File: src/rtl/muldiv_pkg.sv
// Shared op codes, state encoding and operand-sign helpers
// for the iterative RV32M multiply/divide unit.
package muldiv_pkg;

  localparam logic [2:0] OP_MUL    = 3'b000;
  localparam logic [2:0] OP_MULH   = 3'b001;
  localparam logic [2:0] OP_MULHSU = 3'b010;
  localparam logic [2:0] OP_MULHU  = 3'b011;
  localparam logic [2:0] OP_DIV    = 3'b100;
  localparam logic [2:0] OP_DIVU   = 3'b101;
  localparam logic [2:0] OP_REM    = 3'b110;
  localparam logic [2:0] OP_REMU   = 3'b111;

  typedef enum logic [2:0] {
    IDLE,
    LOAD,
    RUN,
    FIX,
    DONE
  } state_t;

  function automatic logic is_signed_a(input logic [2:0] op);
    return (op == OP_MULH) || (op == OP_MULHSU) ||
           (op == OP_DIV)  || (op == OP_REM);
  endfunction

  function automatic logic is_signed_b(input logic [2:0] op);
    return (op == OP_MULH) || (op == OP_DIV) ||
           (op == OP_REM);
  endfunction

endpackage

File: src/rtl/muldiv_div_step.sv
// One restoring-division step: shift {rem,quo} left,
// trial-subtract the divisor, keep the difference if non-negative.
module muldiv_div_step #(
  parameter int N = 32
) (
  input  logic [N-1:0] rem_in,
  input  logic [N-1:0] quo_in,
  input  logic [N-1:0] divisor,
  output logic [N-1:0] rem_out,
  output logic [N-1:0] quo_out
);

  logic [N:0] shifted;
  logic [N:0] trial;

  assign shifted = {rem_in, quo_in[N-1]};
  assign trial   = shifted - {1'b0, divisor};
  assign rem_out = trial[N] ? shifted[N-1:0]
                            : trial[N-1:0];
  assign quo_out = {quo_in[N-2:0], ~trial[N]};

endmodule

File: src/rtl/seq_muldiv_unit.sv
// Iterative RV32M multiply/divide unit, one iteration per cycle.
// MULDIV_EARLY_OUT_EN: trivial operands bypass RUN.
module seq_muldiv_unit
  import muldiv_pkg::*;
#(
  parameter int N     = 32,
  parameter int CNT_W = 6
) (
  input  logic         clk,
  input  logic         rst,
  input  logic         start,
  input  logic [2:0]   op,
  input  logic [N-1:0] rs1,
  input  logic [N-1:0] rs2,
  output logic         busy,
  output logic         done,
  output logic [N-1:0] res,
  output logic         zf,
  output logic         neg
);

  localparam logic [N-1:0] MIN_NEG = {1'b1, {(N-1){1'b0}}};

  state_t           state;
  logic [2:0]       op_r;
  logic [N-1:0]     a_raw;
  logic [N-1:0]     b_raw;
  logic [N-1:0]     m_r;
  logic [2*N-1:0]   acc;
  logic             sa;
  logic             sb;
  logic             div0;
  logic             ovf;
  logic [CNT_W-1:0] cnt;
  logic             fix_ph;

  logic             is_div;
  logic             a_neg;
  logic             b_neg;
  logic [N-1:0]     a_mag;
  logic [N-1:0]     b_mag;
  logic             ovf_c;
  logic             early;
  logic [N:0]       mul_sum;
  logic [N-1:0]     rem_nx;
  logic [N-1:0]     quo_nx;
  logic [2*N-1:0]   acc_fix;
  logic [N-1:0]     res_nx;

  assign is_div = op_r[2];
  assign a_neg  = is_signed_a(op_r) & a_raw[N-1];
  assign b_neg  = is_signed_b(op_r) & b_raw[N-1];
  assign a_mag  = a_neg ? -a_raw : a_raw;
  assign b_mag  = b_neg ? -b_raw : b_raw;
  assign ovf_c  = is_div && !op_r[0] &&
                  (a_raw == MIN_NEG) && (b_raw == '1);

`ifdef MULDIV_EARLY_OUT_EN
  assign early = is_div ? ((b_raw == '0) || ovf_c)
                        : ((a_raw == '0) || (b_raw == '0));
`else
  assign early = 1'b0;
`endif

  // Shift-add: multiplier sits in acc low half, LSB first
  assign mul_sum = {1'b0, acc[2*N-1:N]} +
                   (acc[0] ? {1'b0, m_r} : '0);

  muldiv_div_step #(.N(N)) u_div_step (
    .rem_in  (acc[2*N-1:N]),
    .quo_in  (acc[N-1:0]),
    .divisor (m_r),
    .rem_out (rem_nx),
    .quo_out (quo_nx)
  );

  always_comb begin
    acc_fix = acc;
    if (!is_div) begin
      if (sa ^ sb) acc_fix = -acc;
    end else begin
      if (sa) acc_fix[2*N-1:N] = -acc[2*N-1:N];
      if (sa ^ sb) acc_fix[N-1:0] = -acc[N-1:0];
    end
  end

  // Divide special cases override the iterated value
  always_comb begin
    res_nx = '0;
    unique case (1'b1)
      !is_div && (op_r == OP_MUL): res_nx = acc[N-1:0];
      !is_div && (op_r != OP_MUL): res_nx = acc[2*N-1:N];
      is_div && !op_r[1]:
        res_nx = div0 ? '1 : ovf ? MIN_NEG : acc[N-1:0];
      is_div && op_r[1]:
        res_nx = div0 ? a_raw : ovf ? '0 : acc[2*N-1:N];
      default: res_nx = '0;
    endcase
  end

  always_ff @(posedge clk) begin
    if (rst) begin
      state  <= IDLE;
      op_r   <= '0;
      a_raw  <= '0;
      b_raw  <= '0;
      m_r    <= '0;
      acc    <= '0;
      sa     <= 1'b0;
      sb     <= 1'b0;
      div0   <= 1'b0;
      ovf    <= 1'b0;
      cnt    <= '0;
      fix_ph <= 1'b0;
      busy   <= 1'b0;
      done   <= 1'b0;
      res    <= '0;
    end else begin
      unique case (state)
        IDLE, DONE: begin
          done <= 1'b0;
          if (start) begin
            op_r  <= op;
            a_raw <= rs1;
            b_raw <= rs2;
            busy  <= 1'b1;
            state <= LOAD;
          end else begin
            state <= IDLE;
          end
        end
        LOAD: begin
          sa     <= a_neg;
          sb     <= b_neg;
          div0   <= (b_raw == '0);
          ovf    <= ovf_c;
          cnt    <= CNT_W'(N);
          fix_ph <= 1'b0;
          if (is_div) begin
            acc <= {{N{1'b0}}, a_mag};
            m_r <= b_mag;
          end else begin
            acc <= early ? '0 : {{N{1'b0}}, b_mag};
            m_r <= a_mag;
          end
          state <= early ? FIX : RUN;
        end
        RUN: begin
          acc <= is_div ? {rem_nx, quo_nx}
                        : {mul_sum, acc[N-1:1]};
          cnt <= cnt - 1'b1;
          if (cnt == CNT_W'(1)) state <= FIX;
        end
        FIX: begin
          // Sign fix-up first, result select next cycle
          if (!fix_ph) begin
            acc    <= acc_fix;
            fix_ph <= 1'b1;
          end else begin
            res   <= res_nx;
            done  <= 1'b1;
            busy  <= 1'b0;
            state <= DONE;
          end
        end
        default: state <= IDLE;
      endcase
    end
  end

  assign zf  = (res == '0);
  assign neg = res[N-1];

endmodule
File: config.mk
export PLATFORM = sky130hd
export DESIGN_NAME = seq_muldiv_unit
export DESIGN_NICKNAME = d
export VERILOG_FILES = /design/src/rtl/muldiv_pkg.sv /design/src/rtl/muldiv_div_step.sv /design/src/rtl/seq_muldiv_unit.sv
export SDC_FILE = /design/constraint.sdc
export NUM_CORES = 1
export LEC_CHECK = 0
export CAP_MARGIN = 0
export CORE_MARGIN = 4
export CORE_UTILIZATION = 55
export DETAILED_ROUTE_END_ITERATION = 6
export PLACE_DENSITY_LB_ADDON = 0.05
export REMOVE_ABC_BUFFERS = 1
export SLEW_MARGIN = 5
export SYNTH_ARGS = -nofsm -noshare
export SYNTH_HDL_FRONTEND = slang
export SYNTH_SLANG_ARGS = --single-unit
File: constraint.sdc
create_clock -name clk -period 3.05 [get_ports clk]
set_input_delay 0.305 -clock clk [delete_from_list [all_inputs] [get_ports clk]]
set_output_delay 0.305 -clock clk [all_outputs]
set_load 0.005 [all_outputs]
After elaboration in Yosys (flattened, before gate mapping):

Cells that the tools add are included.

* latch bits: 0
* bits in read-only memories: 0
* register bits: 211
* memory bits (writable): 0
* memories kept: 0

* mux-type cells: 29
* reductions and logical operators: 32
* shift operators: 0
* $lt $le $gt $ge: 0
* divide/modulo/power cells: 0
* $add $sub $neg: 8
* eq/ne operators: 18
* $mul: 0
* bitwise operators: 4

Operator list (number)
* $mux W32: 12
* $mux W64: 4
* $pmux W64 S3: 1
* $neg A32 Y32: 4
* $pmux W32 S4: 1
* $eq A32 B32 Y1 const B: 2
* $logic_not A32 Y1: 2
* $neg A64 Y64: 1
* $add A32 B32 Y33: 1
* $sub A33 B32 Y33: 1
* $pmux W3 S4: 1
* $pmux W6 S2: 1
* $ne A2 B2 Y1 const B: 5
* $eq A3 B2 Y1 const B: 3
* $eq A3 B3 Y1 const B: 3
* $reduce_and A2 Y1: 4
* $logic_and A1 B1 Y1: 7
* $eq A3 B1 Y1 const B: 2
* $eq A6 B1 Y1 const B: 1
* $logic_not A3 Y1: 2
* $mux W3: 2
* $ne A3 B3 Y1 const B: 2
* $pmux W1 S2: 3
* $reduce_and A3 Y1: 2
* 11 further kinds: 24

Longest topological paths before layout:

* depth after elaboration: 8
* mapped depth: 15
* depth with buffers taken out: 14

Hierarchy:

A second synthesis with hierarchy kept.

* cell total of the unflattened synthesis: 2308
* area total of the unflattened synthesis: 17152.7 sq um

Modules (own cells, without submodules)
* seq_muldiv_unit: area an instance 14561.5 sq um, cells each 1972, instances 1
* muldiv_div_step: area an instance 2591.2 sq um, cells each 336, instances 1

Least setup slack after synthesis:

No wires, ideal clock.

* kind: register to register
* start point: register acc[0]
* end point: register acc[56]
* required time: 2.919 ns
* stages on the path, launching flop included: 16
* arrival time: 3.213 ns
* path slack: -0.294 ns
* cells stage by stage: dfxtp_1 > clkbuf_1 > inv_1 > clkbuf_1 > ha_1 > nor3b_1 > nand3b_1 > or4_4 > buf_6 > o21ai_4 > nand4_2 > nor4_2 > xor2_1 > o32ai_1 > a211oi_1 > nor3_1

* cells in the longest elaborated chain, start to end: 5

RTL lines
* start: declaration: RTL line seq_muldiv_unit.sv:29 `logic [2*N-1:0] acc;`
* start signal: assignment: RTL line seq_muldiv_unit.sv:140 `acc <= {{N{1'b0}}, a_mag};`
* start signal: assignment: RTL line seq_muldiv_unit.sv:143 `acc <= early ? '0 : {{N{1'b0}}, b_mag};`
* start signal: assignment: RTL line seq_muldiv_unit.sv:149 `acc <= is_div ? {rem_nx, quo_nx}`
* $neg A64 Y64: RTL line seq_muldiv_unit.sv:80 `if (sa ^ sb) acc_fix = -acc;`
* $mux W64: RTL line seq_muldiv_unit.sv:80
* $mux W64: RTL line seq_muldiv_unit.sv:79 `if (!is_div) begin`
* $mux W64: RTL line seq_muldiv_unit.sv:156 `if (!fix_ph) begin`
* $pmux W64 S3 (*): RTL line seq_muldiv_unit.sv:119 `unique case (state)`

Mark *: on every way between the ends. The rest lies on a longest branch, timed or not. The select of a mux whose other input is x is not followed.
A chain may end at the register's enable or synchronous reset.

Final worst setup path:

* start point: register acc[0]
* end point: register acc[31]

* cells in the longest elaborated chain, start to end: 5

RTL lines (RTL line)
* $neg A64 Y64 or $neg A32 Y32 (tied branches): seq_muldiv_unit.sv:80, seq_muldiv_unit.sv:83
* $mux W64 or $mux W32 (tied branches): seq_muldiv_unit.sv:80, seq_muldiv_unit.sv:83
* $mux W64: seq_muldiv_unit.sv:79
* $mux W64: seq_muldiv_unit.sv:156
* $pmux W64 S3 (*): seq_muldiv_unit.sv:119

Marks and branches as above.

==> flow_summary.ini <==
[routing]
wire_per_inst_um = 20.5
drtPass1Iterations = 6
wl_um = 61400
drt_iter0_markers = 2032
antenna_violating_nets_post_route = 0
via_count = 18800
drc_errors = 0
via_per_inst = 6.28

[final_layout]
drive_above_1_share_pct = 21.6
area_delta_synth_final_pct = 32.4
final_util_pct = 74.6
fin_nets = 2732
diodes = 0

[synth]
synth_seq_cells = 211
synth_top_family_by_area = compound AO/OA/AOI/OAI gates
synth_cell_types = 78
yosysWarnings = 0
synthesis.area_mm2 = 0.0163
yosys.area.top_type = dfxtp_1
synthCells = 2283
synthAdderAreaFrac_pct = 5.68
synth_most_common_cell = nand2_1
synth_commonest_cells = 308 x nand2_1, 264 x nor2_1, 246 x a21oi_1, 211 x dfxtp_1, 148 x clkbuf_1
synth.mux.area_fraction_pct = 4.09
synthSimpleGateAreaFrac_pct = 24.1
avgSynthCellArea_um2 = 7.16
synth_top_area_share_pct = 25.9
synth_edf_count = 0
ys.flop_type = dfxtp_1
synth_compound_area_share_pct = 27.5
yosys-top-cells-area = dfxtp_1 26%, a21oi_1 7.5%, nand2_1 7.1%
async_reset_ff_share_pct = 0
synth_xor_xnor_area_share_pct = 7.29
ys_seq_area_share_pct = 25.9

[timing]
max_slew.worst_pin.slew_ns = 1.10
period_minus_slack_ns = 3.12
fmax_mhz = 320
fin_ws_ns = -0.0734
finalCritPeriodShare_pct = 102
finalHoldViolCount = 0
setup_violations = 5
holdWs_ns = 0.228
clock_skew_ns = 0.0177
drv_slew = 0
rsz0062_at_grt = true
slew_headroom_pct = 26.6

[critical_path]
path_class = reg -> reg
endpoint_kind = register
cp_max_fo = 5
required_ns = 3.48
crit_path_start_kind = register
worstPathArrival_ns = 3.55

[clock_network]
clock-sinks = 211
clockBufferDepth = 3
cts_tree = yes
htreeDepth = 1
clk_root_buffer_cell = clkbuf_16
clk_pin_slew_ns = 0.06
numCtsBuffers = 25
clkLatencyLatePin_ns = 0.54

[run_status]
violations = negative setup slack
status = finished, violations left

[global_route]
grt_pass1_vias = 17800
grt_pass1_wl_um = 95400
antenna_found_initial = 0
grt-ovfl-total = 0
track_usage_pct = 35.4
grt_max_degree = 94

[power_and_ir_drop]
vdd_ir_drop_max_mv = 0.483
p_leak_nw = 8.65
powerDensity_mw_per_mm2 = 556

[floorplanning]
dieArea_mm2 = 0.0325
fp.dieW_um = 180
start_util_pct = 56.3
placementRows = 62
io_pins = 106
core_area_mm2 = 0.0290
die_h_um = 180

[placement]
place.gp.congestion = 0.968
dp_hpwl_um = 45900
io_buffers = 105

[hold_path]
hold_path.class = in -> reg

[flow_run]
drv_cap = 0
[kinds of logic after synthesis]
| family | Yosys count |
|---|---|
| simple gates | 863 |
| compound gates | 703 |
| buf+inv | 231 |
| flops | 211 |
| xor+xnor | 136 |
| fa+ha+maj | 73 |
| mux | 66 |
[power by group]
part           internal, mW  switching [mW]  total, mW
Clock                  1.78            1.26       3.04
Sequential             2.96           0.229       3.19
Combinational          2.61            3.20       5.81
Total                  7.34            4.69       12.0
[placed cells by master, fill, tap and decap left out, types with 14 or more instances in the layout]
cell             count
or3_1               17
nand4_1             14
o21ai_0            103
o211ai_1            46
o31ai_1             17
clkdlybuf4s50_1    104
a221o_1             19
xnor2_1             76
mux2i_1             60
a21oi_1            232
o22ai_1             20
nor2_1             252
and2_1              14
a211oi_1            32
nor3_1              75
o21ai_1             15
clkbuf_16           25
dfxtp_1            201
a31oi_1             18
buf_4              326
a221oi_1            18
nand2_1            304
a21o_1              33
xor2_1              56
nand3_1             22
nor4_1              29
ha_1                57
inv_1               59
[metrics by stage]
stage / total power [mW] / TNS (ns) / worst slack (ns) / area [µm²] / cells
floorplan: 6.11 / -509.10 / -4.69 / 15700 / 2116
global placement: 8.27 / -2.96 / -0.285 / 19700 / 2927
detailed placement: 8.35 / -4.71 / -0.365 / 19700 / 2927
CTS: 11.7 / -0.393 / -0.0926 / 21000 / 2979
global route: 12.6 / -1.96 / -0.187 / 21600 / 2990
finish: 12.0 / -0.234 / -0.0734 / 21600 / 2990
[state kept, by name, indices dropped and copies added, names as in the netlist]
name	flops
busy	1
done	1
div0	1
sa	1
a_raw	32
sb	1
res	32
fix_ph	1
ovf	1
m_r	32
b_raw	32
state	3
cnt	6
op_r	3
acc	64
[critical path: stages, from the launching register on]
cell	delay [ns]
dfxtp_4	0.36
buf_4	0.16
or4_4	0.45
nor4_4	0.29
buf_4	0.17
nand4bb_4	0.13
buf_6	0.16
or2_4	0.26
or3_1	0.34
xnor2_1	0.14
o221ai_1	0.22
a21oi_2	0.07
a211oi_2	0.27
[routing by layer]
metal  vias up  track usage (%)  wire (µm)
met1      8726             47.2      25000
met2      1017             57.7      27500
met5         -                0          0
li1       8861                -          -
met4         0             13.8       2820
met3       186             5.69       6030
[timing repair]
action	in CTS	in global routing
cloned	0	0
hold buffers	0	0
gates resized for setup	79	125
pin swaps	37	67
buffers inserted	8	11
setup endpoints to repair	37	54
endpoints found under the hold margin	0	0
[worst paths after layout]
kind / startpoint / endpoint / slack [ns] / cells past startpoint
worst max register to register: acc[0] / acc[31] / -0.07 / 12
worst min register to register: m_r[6] / m_r[6] / 0.46 / 2
worst max-delay path: acc[0] / acc[31] / -0.07 / 12
worst min-delay path: rst / a_raw[23] / 0.23 / 2
[cell type report]
type / count / area, µm²
clock inverters: 8 / 76.3
multi-input cells: 1841 / 12100
flip-flops and latches: 211 / 4240
repair buffers: 446 / 3730
fillers: 2303 / 7380
inverters: 64 / 243
well taps: 384 / 480
clock buffers: 36 / 747
Power figures use the tool's default switching activity.
